File: config.mk
export PLATFORM = sky130hd
export DESIGN_NAME = alu_op_sequencer_flat
export DESIGN_NICKNAME = d
export VERILOG_FILES = /design/src/rtl/alu_pkg.sv /design/src/rtl/alu_op_sequencer_if.sv /design/src/rtl/alu_settle_counter.sv /design/src/rtl/alu_op_sequencer.sv /design/src/flat_wrapper.sv
export SDC_FILE = /design/constraint.sdc
export NUM_CORES = 1
export LEC_CHECK = 0
export BUFFER_PORTS_ARGS = -buffer_cell sky130_fd_sc_hd__buf_4
export CAP_MARGIN = 5
export CORE_MARGIN = 1.5
export CORE_UTILIZATION = 50
export CTS_BUF_LIST = sky130_fd_sc_hd__clkbuf_8
export DETAILED_ROUTE_END_ITERATION = 10
export GPL_ROUTABILITY_DRIVEN = 0
export PLACE_DENSITY = 0.88
export SLEW_MARGIN = 20
export SYNTH_ARGS = -nofsm -noshare
export SYNTH_HDL_FRONTEND = slang
export SYNTH_HIERARCHICAL = 1
export SYNTH_SLANG_ARGS = --single-unit
File: constraint.sdc
create_clock -name clk -period 5 [get_ports clk]
set_input_delay 1 -clock clk [delete_from_list [all_inputs] [get_ports clk]]
set_output_delay 1 -clock clk [all_outputs]
set_load 0.05 [all_outputs]
File: src/rtl/alu_pkg.sv
// alu_pkg: op encodings, select width and sequencer state encoding shared by the ALU op sequencer.
package alu_pkg;
    localparam int SEL_W = 5;

    typedef enum logic [SEL_W-1:0] {
        ALU_OP_ADD = 5'd0,
        ALU_OP_SUB = 5'd1,
        ALU_OP_DIV = 5'd2,
        ALU_OP_AND = 5'd3,
        ALU_OP_OR  = 5'd4,
        ALU_OP_XOR = 5'd5
    } alu_op_e;

    typedef enum logic [1:0] {
        ST_IDLE   = 2'd0,
        ST_SETTLE = 2'd1,
        ST_RESP   = 2'd2
    } seq_state_e;

    function automatic logic op_legal(input logic [SEL_W-1:0] op);
        return op <= ALU_OP_XOR;
    endfunction

    function automatic logic op_has_carry(input logic [SEL_W-1:0] op);
        return op == ALU_OP_ADD || op == ALU_OP_SUB;
    endfunction
endpackage

File: src/rtl/alu_op_sequencer_if.sv
// alu_op_sequencer_if: request, ALU-side and response signals of the op sequencer.
// ALU_SEQ_FLAGS_EN adds the rsp_zero/rsp_neg flag lines.
interface alu_op_sequencer_if
    import alu_pkg::*;
#(
    parameter int WORD_SIZE = 32
);
    logic                 req_valid;
    logic                 req_ready;
    logic [SEL_W-1:0]     req_op;
    logic [WORD_SIZE-1:0] req_a;
    logic [WORD_SIZE-1:0] req_b;
    logic [WORD_SIZE-1:0] alu_a;
    logic [WORD_SIZE-1:0] alu_b;
    logic [SEL_W-1:0]     alu_sel;
    logic [WORD_SIZE-1:0] alu_result;
    logic                 alu_carry;
    logic                 rsp_valid;
    logic                 rsp_ready;
    logic [WORD_SIZE-1:0] rsp_z;
    logic                 rsp_carry;
    logic                 rsp_err;
`ifdef ALU_SEQ_FLAGS_EN
    logic                 rsp_zero;
    logic                 rsp_neg;
`endif

    modport master (
        input  req_valid, req_op, req_a, req_b, alu_result, alu_carry, rsp_ready,
        output req_ready, alu_a, alu_b, alu_sel, rsp_valid, rsp_z, rsp_carry, rsp_err
`ifdef ALU_SEQ_FLAGS_EN
        , rsp_zero, rsp_neg
`endif
    );

    modport slave (
        output req_valid, req_op, req_a, req_b, alu_result, alu_carry, rsp_ready,
        input  req_ready, alu_a, alu_b, alu_sel, rsp_valid, rsp_z, rsp_carry, rsp_err
`ifdef ALU_SEQ_FLAGS_EN
        , rsp_zero, rsp_neg
`endif
    );
endinterface

File: src/rtl/alu_settle_counter.sv
// alu_settle_counter: loadable down-counter that times the ALU settle window.
module alu_settle_counter #(
    parameter int DIV_WAIT = 4,
    localparam int W = $clog2(DIV_WAIT) + 1
) (
    input  logic         clk,
    input  logic         reset_n,
    input  logic         load,
    input  logic [W-1:0] load_val,
    input  logic         dec,
    output logic         zero
);
    logic [W-1:0] cnt;

    assign zero = cnt == '0;

    always_ff @(posedge clk or negedge reset_n) begin
        if (!reset_n) cnt <= '0;
        else if (load) cnt <= load_val;
        else if (dec && !zero) cnt <= cnt - W'(1);
    end
endmodule

File: src/rtl/alu_op_sequencer.sv
// alu_op_sequencer: drives a combinational ALU for one op at a time, waits for settle, returns the Z register.
// ALU_SEQ_FLAGS_EN adds registered rsp_zero/rsp_neg flags.
module alu_op_sequencer
    import alu_pkg::*;
#(
    parameter int WORD_SIZE = 32,
    parameter int DIV_WAIT  = 4
) (
    input logic                 clk,
    input logic                 reset_n,
    alu_op_sequencer_if.master  bus
);
    localparam int CW = $clog2(DIV_WAIT) + 1;

    seq_state_e           state;
    logic                 cnt_zero;
    logic [CW-1:0]        load_val;
    logic                 accept;
    logic [WORD_SIZE-1:0] cap_z;
    logic                 cap_carry;
    logic                 cap_err;

    assign accept   = state == ST_IDLE && bus.req_valid && bus.req_ready;
    assign load_val = bus.req_op == ALU_OP_DIV ? CW'(DIV_WAIT - 1) : '0;

    alu_settle_counter #(.DIV_WAIT(DIV_WAIT)) u_cnt (
        .clk      (clk),
        .reset_n  (reset_n),
        .load     (accept),
        .load_val (load_val),
        .dec      (state == ST_SETTLE),
        .zero     (cnt_zero)
    );

    // Divide-by-zero reports all ones regardless of what the ALU produced
    always_comb begin
        cap_err   = !op_legal(bus.alu_sel) || (bus.alu_sel == ALU_OP_DIV && bus.alu_b == '0);
        cap_z     = !op_legal(bus.alu_sel) ? '0 : cap_err ? '1 : bus.alu_result;
        cap_carry = op_has_carry(bus.alu_sel) && bus.alu_carry;
    end

    always_ff @(posedge clk or negedge reset_n) begin
        if (!reset_n) begin
            state         <= ST_IDLE;
            bus.req_ready <= 1'b0;
            bus.alu_a     <= '0;
            bus.alu_b     <= '0;
            bus.alu_sel   <= '0;
            bus.rsp_valid <= 1'b0;
            bus.rsp_z     <= '0;
            bus.rsp_carry <= 1'b0;
            bus.rsp_err   <= 1'b0;
`ifdef ALU_SEQ_FLAGS_EN
            bus.rsp_zero  <= 1'b0;
            bus.rsp_neg   <= 1'b0;
`endif
        end else begin
            case (state)
                ST_IDLE: begin
                    bus.req_ready <= 1'b1;
                    if (accept) begin
                        bus.alu_a     <= bus.req_a;
                        bus.alu_b     <= bus.req_b;
                        bus.alu_sel   <= bus.req_op;
                        bus.req_ready <= 1'b0;
                        state         <= ST_SETTLE;
                    end
                end
                ST_SETTLE: if (cnt_zero) begin
                    bus.rsp_z     <= cap_z;
                    bus.rsp_carry <= cap_carry;
                    bus.rsp_err   <= cap_err;
`ifdef ALU_SEQ_FLAGS_EN
                    bus.rsp_zero  <= cap_z == '0;
                    bus.rsp_neg   <= cap_z[WORD_SIZE-1];
`endif
                    bus.rsp_valid <= 1'b1;
                    state         <= ST_RESP;
                end
                ST_RESP: if (bus.rsp_ready) begin
                    bus.rsp_valid <= 1'b0;
                    bus.req_ready <= 1'b1;
                    state         <= ST_IDLE;
                end
                default: state <= ST_IDLE;
            endcase
        end
    end
endmodule

File: src/flat_wrapper.sv
// flat-port wrapper written by rule: the top's interface ports become plain ports
module alu_op_sequencer_flat import alu_pkg::*;
#(
    parameter int WORD_SIZE = 32,
    parameter int DIV_WAIT  = 4
)
  (clk, reset_n, bus_req_valid, bus_req_op, bus_req_a, bus_req_b, bus_alu_result, bus_alu_carry, bus_rsp_ready, bus_req_ready, bus_alu_a, bus_alu_b, bus_alu_sel, bus_rsp_valid, bus_rsp_z, bus_rsp_carry, bus_rsp_err);
  alu_op_sequencer_if #(.WORD_SIZE(WORD_SIZE)) bus_i ();
  input logic clk;
  input logic reset_n;
  input wire logic [$bits(bus_i.req_valid)-1:0] bus_req_valid;
  input wire logic [$bits(bus_i.req_op)-1:0] bus_req_op;
  input wire logic [$bits(bus_i.req_a)-1:0] bus_req_a;
  input wire logic [$bits(bus_i.req_b)-1:0] bus_req_b;
  input wire logic [$bits(bus_i.alu_result)-1:0] bus_alu_result;
  input wire logic [$bits(bus_i.alu_carry)-1:0] bus_alu_carry;
  input wire logic [$bits(bus_i.rsp_ready)-1:0] bus_rsp_ready;
  output wire logic [$bits(bus_i.req_ready)-1:0] bus_req_ready;
  output wire logic [$bits(bus_i.alu_a)-1:0] bus_alu_a;
  output wire logic [$bits(bus_i.alu_b)-1:0] bus_alu_b;
  output wire logic [$bits(bus_i.alu_sel)-1:0] bus_alu_sel;
  output wire logic [$bits(bus_i.rsp_valid)-1:0] bus_rsp_valid;
  output wire logic [$bits(bus_i.rsp_z)-1:0] bus_rsp_z;
  output wire logic [$bits(bus_i.rsp_carry)-1:0] bus_rsp_carry;
  output wire logic [$bits(bus_i.rsp_err)-1:0] bus_rsp_err;
  assign bus_i.req_valid = bus_req_valid;
  assign bus_i.req_op = bus_req_op;
  assign bus_i.req_a = bus_req_a;
  assign bus_i.req_b = bus_req_b;
  assign bus_i.alu_result = bus_alu_result;
  assign bus_i.alu_carry = bus_alu_carry;
  assign bus_i.rsp_ready = bus_rsp_ready;
  assign bus_req_ready = bus_i.req_ready;
  assign bus_alu_a = bus_i.alu_a;
  assign bus_alu_b = bus_i.alu_b;
  assign bus_alu_sel = bus_i.alu_sel;
  assign bus_rsp_valid = bus_i.rsp_valid;
  assign bus_rsp_z = bus_i.rsp_z;
  assign bus_rsp_carry = bus_i.rsp_carry;
  assign bus_rsp_err = bus_i.rsp_err;
  alu_op_sequencer #(.WORD_SIZE(WORD_SIZE), .DIV_WAIT(DIV_WAIT)) u_core (.clk(clk), .reset_n(reset_n), .bus(bus_i));
endmodule
==> qor.yml <==
clock_network:
  clk_pin_slew_worst_paths_ns: 0.11
  holdBufCountCts: 0
  cts_tree: "done"
  cts_resized: 0
  clockBufferDepth: 2
  insertion_delay_ns: 0.37
  post_cts_buffers: 0
  cts_htree_levels: 3
  cts_sinks: 110
  cts_root_buffer: "clkbuf_8"
  numCtsBuffers: 9
sta:
  max_freq_mhz: 419
  hold_viol: 0
  post-route-period-util_pct: 47.8
  grt_setup_unrepaired: "false"
  setup_slack_ns: 2.61
  slew_violations: 0
  worst_slew_pin_slew_ns: 0.838
  skew_ns: 0.0203
  setup_tns_ns: 0
  period_minus_slack_ns: 2.39
  max_slew_margin_pct: 44.1
  setup_viol: 0
setup_path:
  worstSetupPathType: "primary input to register"
  r2r_start: "u_core/u_cnt/cnt[0]"
  cp-end-kind: "register"
  path_cells: "buf_4, nand2_1, nor3_4, buf_4, mux2_2"
  crit_path_top_delay_cell: "buf_4"
  arrival_ns: 2.64
  cpMostUsedCell: "buf_4"
  cp_top_family: "buffers and inverters"
  ff2ff_setup_slack_ns: 2.79
  worst_path_largest_cell_delay_ns: 0.55
  start_kind: "primary input"
  cp_max_fo: 41
  r2r_end: "u_core/bus.rsp_z[14]"
  critPathBufInv: 2
  r2r.worst_path.cells: 8
  cp_data_required_time_ns: 5.25
final_layout:
  fin_nets: 603
  antennaDiodeCount: 0
  fillers: 562
  area_growth_pct: 42.3
  seqCellArea_sq_um: 2750
  drive_gt1_share_pct: 61.6
  multi_input_area_sq_um: 1480
  final_cells: 605
drt:
  first_pass_iters: 4
  vias_per_cell: 5.47
  route.vias.total: 3312
  wl_per_cell_microns: 18.5
  detail-route-antenna-nets: 0
  drc: 0
  drt_wl_total_microns: 11200
  first_iter_violations: 123
die:
  core-area_sq_um: 8340
  die_h_microns: 96.3
  ioPinCount: 211
  initial_utilization_pct: 52.2
  die_width_microns: 96.3
  rows: 33
  die-area_sq_um: 9270
global_routing:
  grt_max_degree: 69
  overflow: 0
  grt_pass1_vias: 3284
  track_usage_pct: 23.4
  grt_antenna_before_repair: 0
  grt_pass1_wl_microns: 16100
synth:
  ys_seq_area_share_pct: 63.3
  synth_cell_types: 32
  ys_warn_count: 6
  synthesis.nets: 395
  synthCells: 287
  syn_area_per_cell_sq_um: 15.2
  ys_seq_elements: 110
  synth-edff-count: 0
  synthFlopType: "dfrtp_1"
  async_flop_share_pct: 100
  syn_area_sq_um: 4350
placement:
  dp_slack_ns: 2.21
  place.detailed.hpwl_microns: 8210
  portBuffers: 210
  post-place-cells: 588
min_path:
  hold_start: "u_core/bus.rsp_carry"
  hold_end: "u_core/bus.rsp_carry"
  hold_class: "register to register"
  min_path_cells: 2
job:
  maxCapViolCount: 0
outcome:
  status: "finished clean"
==> flip-flops by register name (all words and copies together) (netlist names) <==
register,cells
u_core/bus.alu_a,32
u_core/bus.alu_b,32
u_core/bus.rsp_z,32
u_core/bus.alu_sel,5
u_core/u_cnt/cnt,3
u_core/state,2
u_core/bus.req_ready,1
u_core/bus.rsp_carry,1
u_core/bus.rsp_err,1
u_core/bus.rsp_valid,1
==> cell usage after synthesis, drive strengths merged (2+ instances only) <==
cell | instances | share of area [%]
nor4b | 4 | 0.95
nor4 | 9 | 1.6
nor2b | 2 | 0.29
a221o | 35 | 8.1
a21oi | 3 | 0.34
nand4 | 2 | 0.29
nor3 | 2 | 0.34
and2b | 2 | 0.40
buf | 14 | 2.2
nand2b | 2 | 0.29
nand2 | 7 | 0.66
nor2 | 5 | 0.43
clkbuf | 4 | 0.34
inv | 6 | 0.52
mux2 | 69 | 18
dfrtp | 110 | 63
ha | 2 | 0.57
==> how the worst max path moves through the flow <==
| stage | from | to | slack, ns | cells after the start |
|---|---|---|---|---|
| floorplan | bus_req_valid | u_core/u_cnt/cnt[2] | 2.65 | 6 |
| global placement | bus_req_valid | u_core/u_cnt/cnt[0] | 2.28 | 6 |
| detailed placement | bus_req_valid | u_core/u_cnt/cnt[1] | 2.21 | 6 |
| CTS | u_core/u_cnt/cnt[0] | u_core/bus.rsp_z[14] | 2.53 | 6 |
| global route | bus_req_valid | u_core/u_cnt/cnt[1] | 2.51 | 6 |
| finish | bus_req_valid | u_core/bus.alu_a[31] | 2.61 | 5 |
==> metal layers <==
layer,global-route usage (%),share of wire (%)
met1,26.9,37
met2,40.8,51
met3,8.45,10
met4,7.00,1.4
met5,0,0
==> kinds of logic after synthesis <==
group                    Yosys count  share of synthesized area [%]
other                              1                         0.0862
AND/OR/NAND/NOR                   39                           6.01
AO/OA/AOI/OAI                     42                           9.17
adder cells (fa/ha/maj)            2                          0.575
buffers and inverters             24                           3.05
flip-flops                       110                           63.3
multiplexers                      69                           17.9
==> final cells by class <==
| type | count | share of cell area (%) |
|---|---|---|
| Clock inverter | 7 | 1.03 |
| Timing Repair Buffer | 215 | 26.2 |
| Multi-Input combinational cell | 153 | 23.8 |
| Tap cell | 105 | 2.12 |
| Sequential cell | 110 | 44.5 |
| Inverter | 6 | 0.364 |
| Clock buffer | 9 | 2.00 |
==> layout by cell type, fill, tap and decap left out, drive strengths merged <==
master	n
clkbuf	9
a21oi	3
clkinvlp	2
nand2	7
nor2	5
and2	1
nor4b	4
nor3	2
nand4	2
mux2	69
nand2b	2
and3b	1
nor2b	2
a31oi	1
dfrtp	110
conb	1
clkinv	2
or3	1
nor4	9
o31ai	1
a221o	35
ha	2
inv	9
a21o	1
and2b	2
a211oi	1
nand4b	1
buf	215
==> per-stage QoR <==
stage	utilization, %	cell area, sq um	hold slack [ns]
after CTS	74.0	6170	0.499
after global routing	74.2	6190	0.542
after global placement	71.8	5990	0.457
final	74.2	6190	0.496
after detailed placement	71.8	5990	0.473
after floorplan	-	4350	0.519
==> worst min-delay path, cell delays in order (launching register included) <==
cell,delay [ns]
dfrtp_1,0.37
nand2_1,0.05
nand2_1,0.05
Power is left out: the tool's default activity adds up to more than one toggle a clock period on the data nets, which glitch-free logic cannot reach.
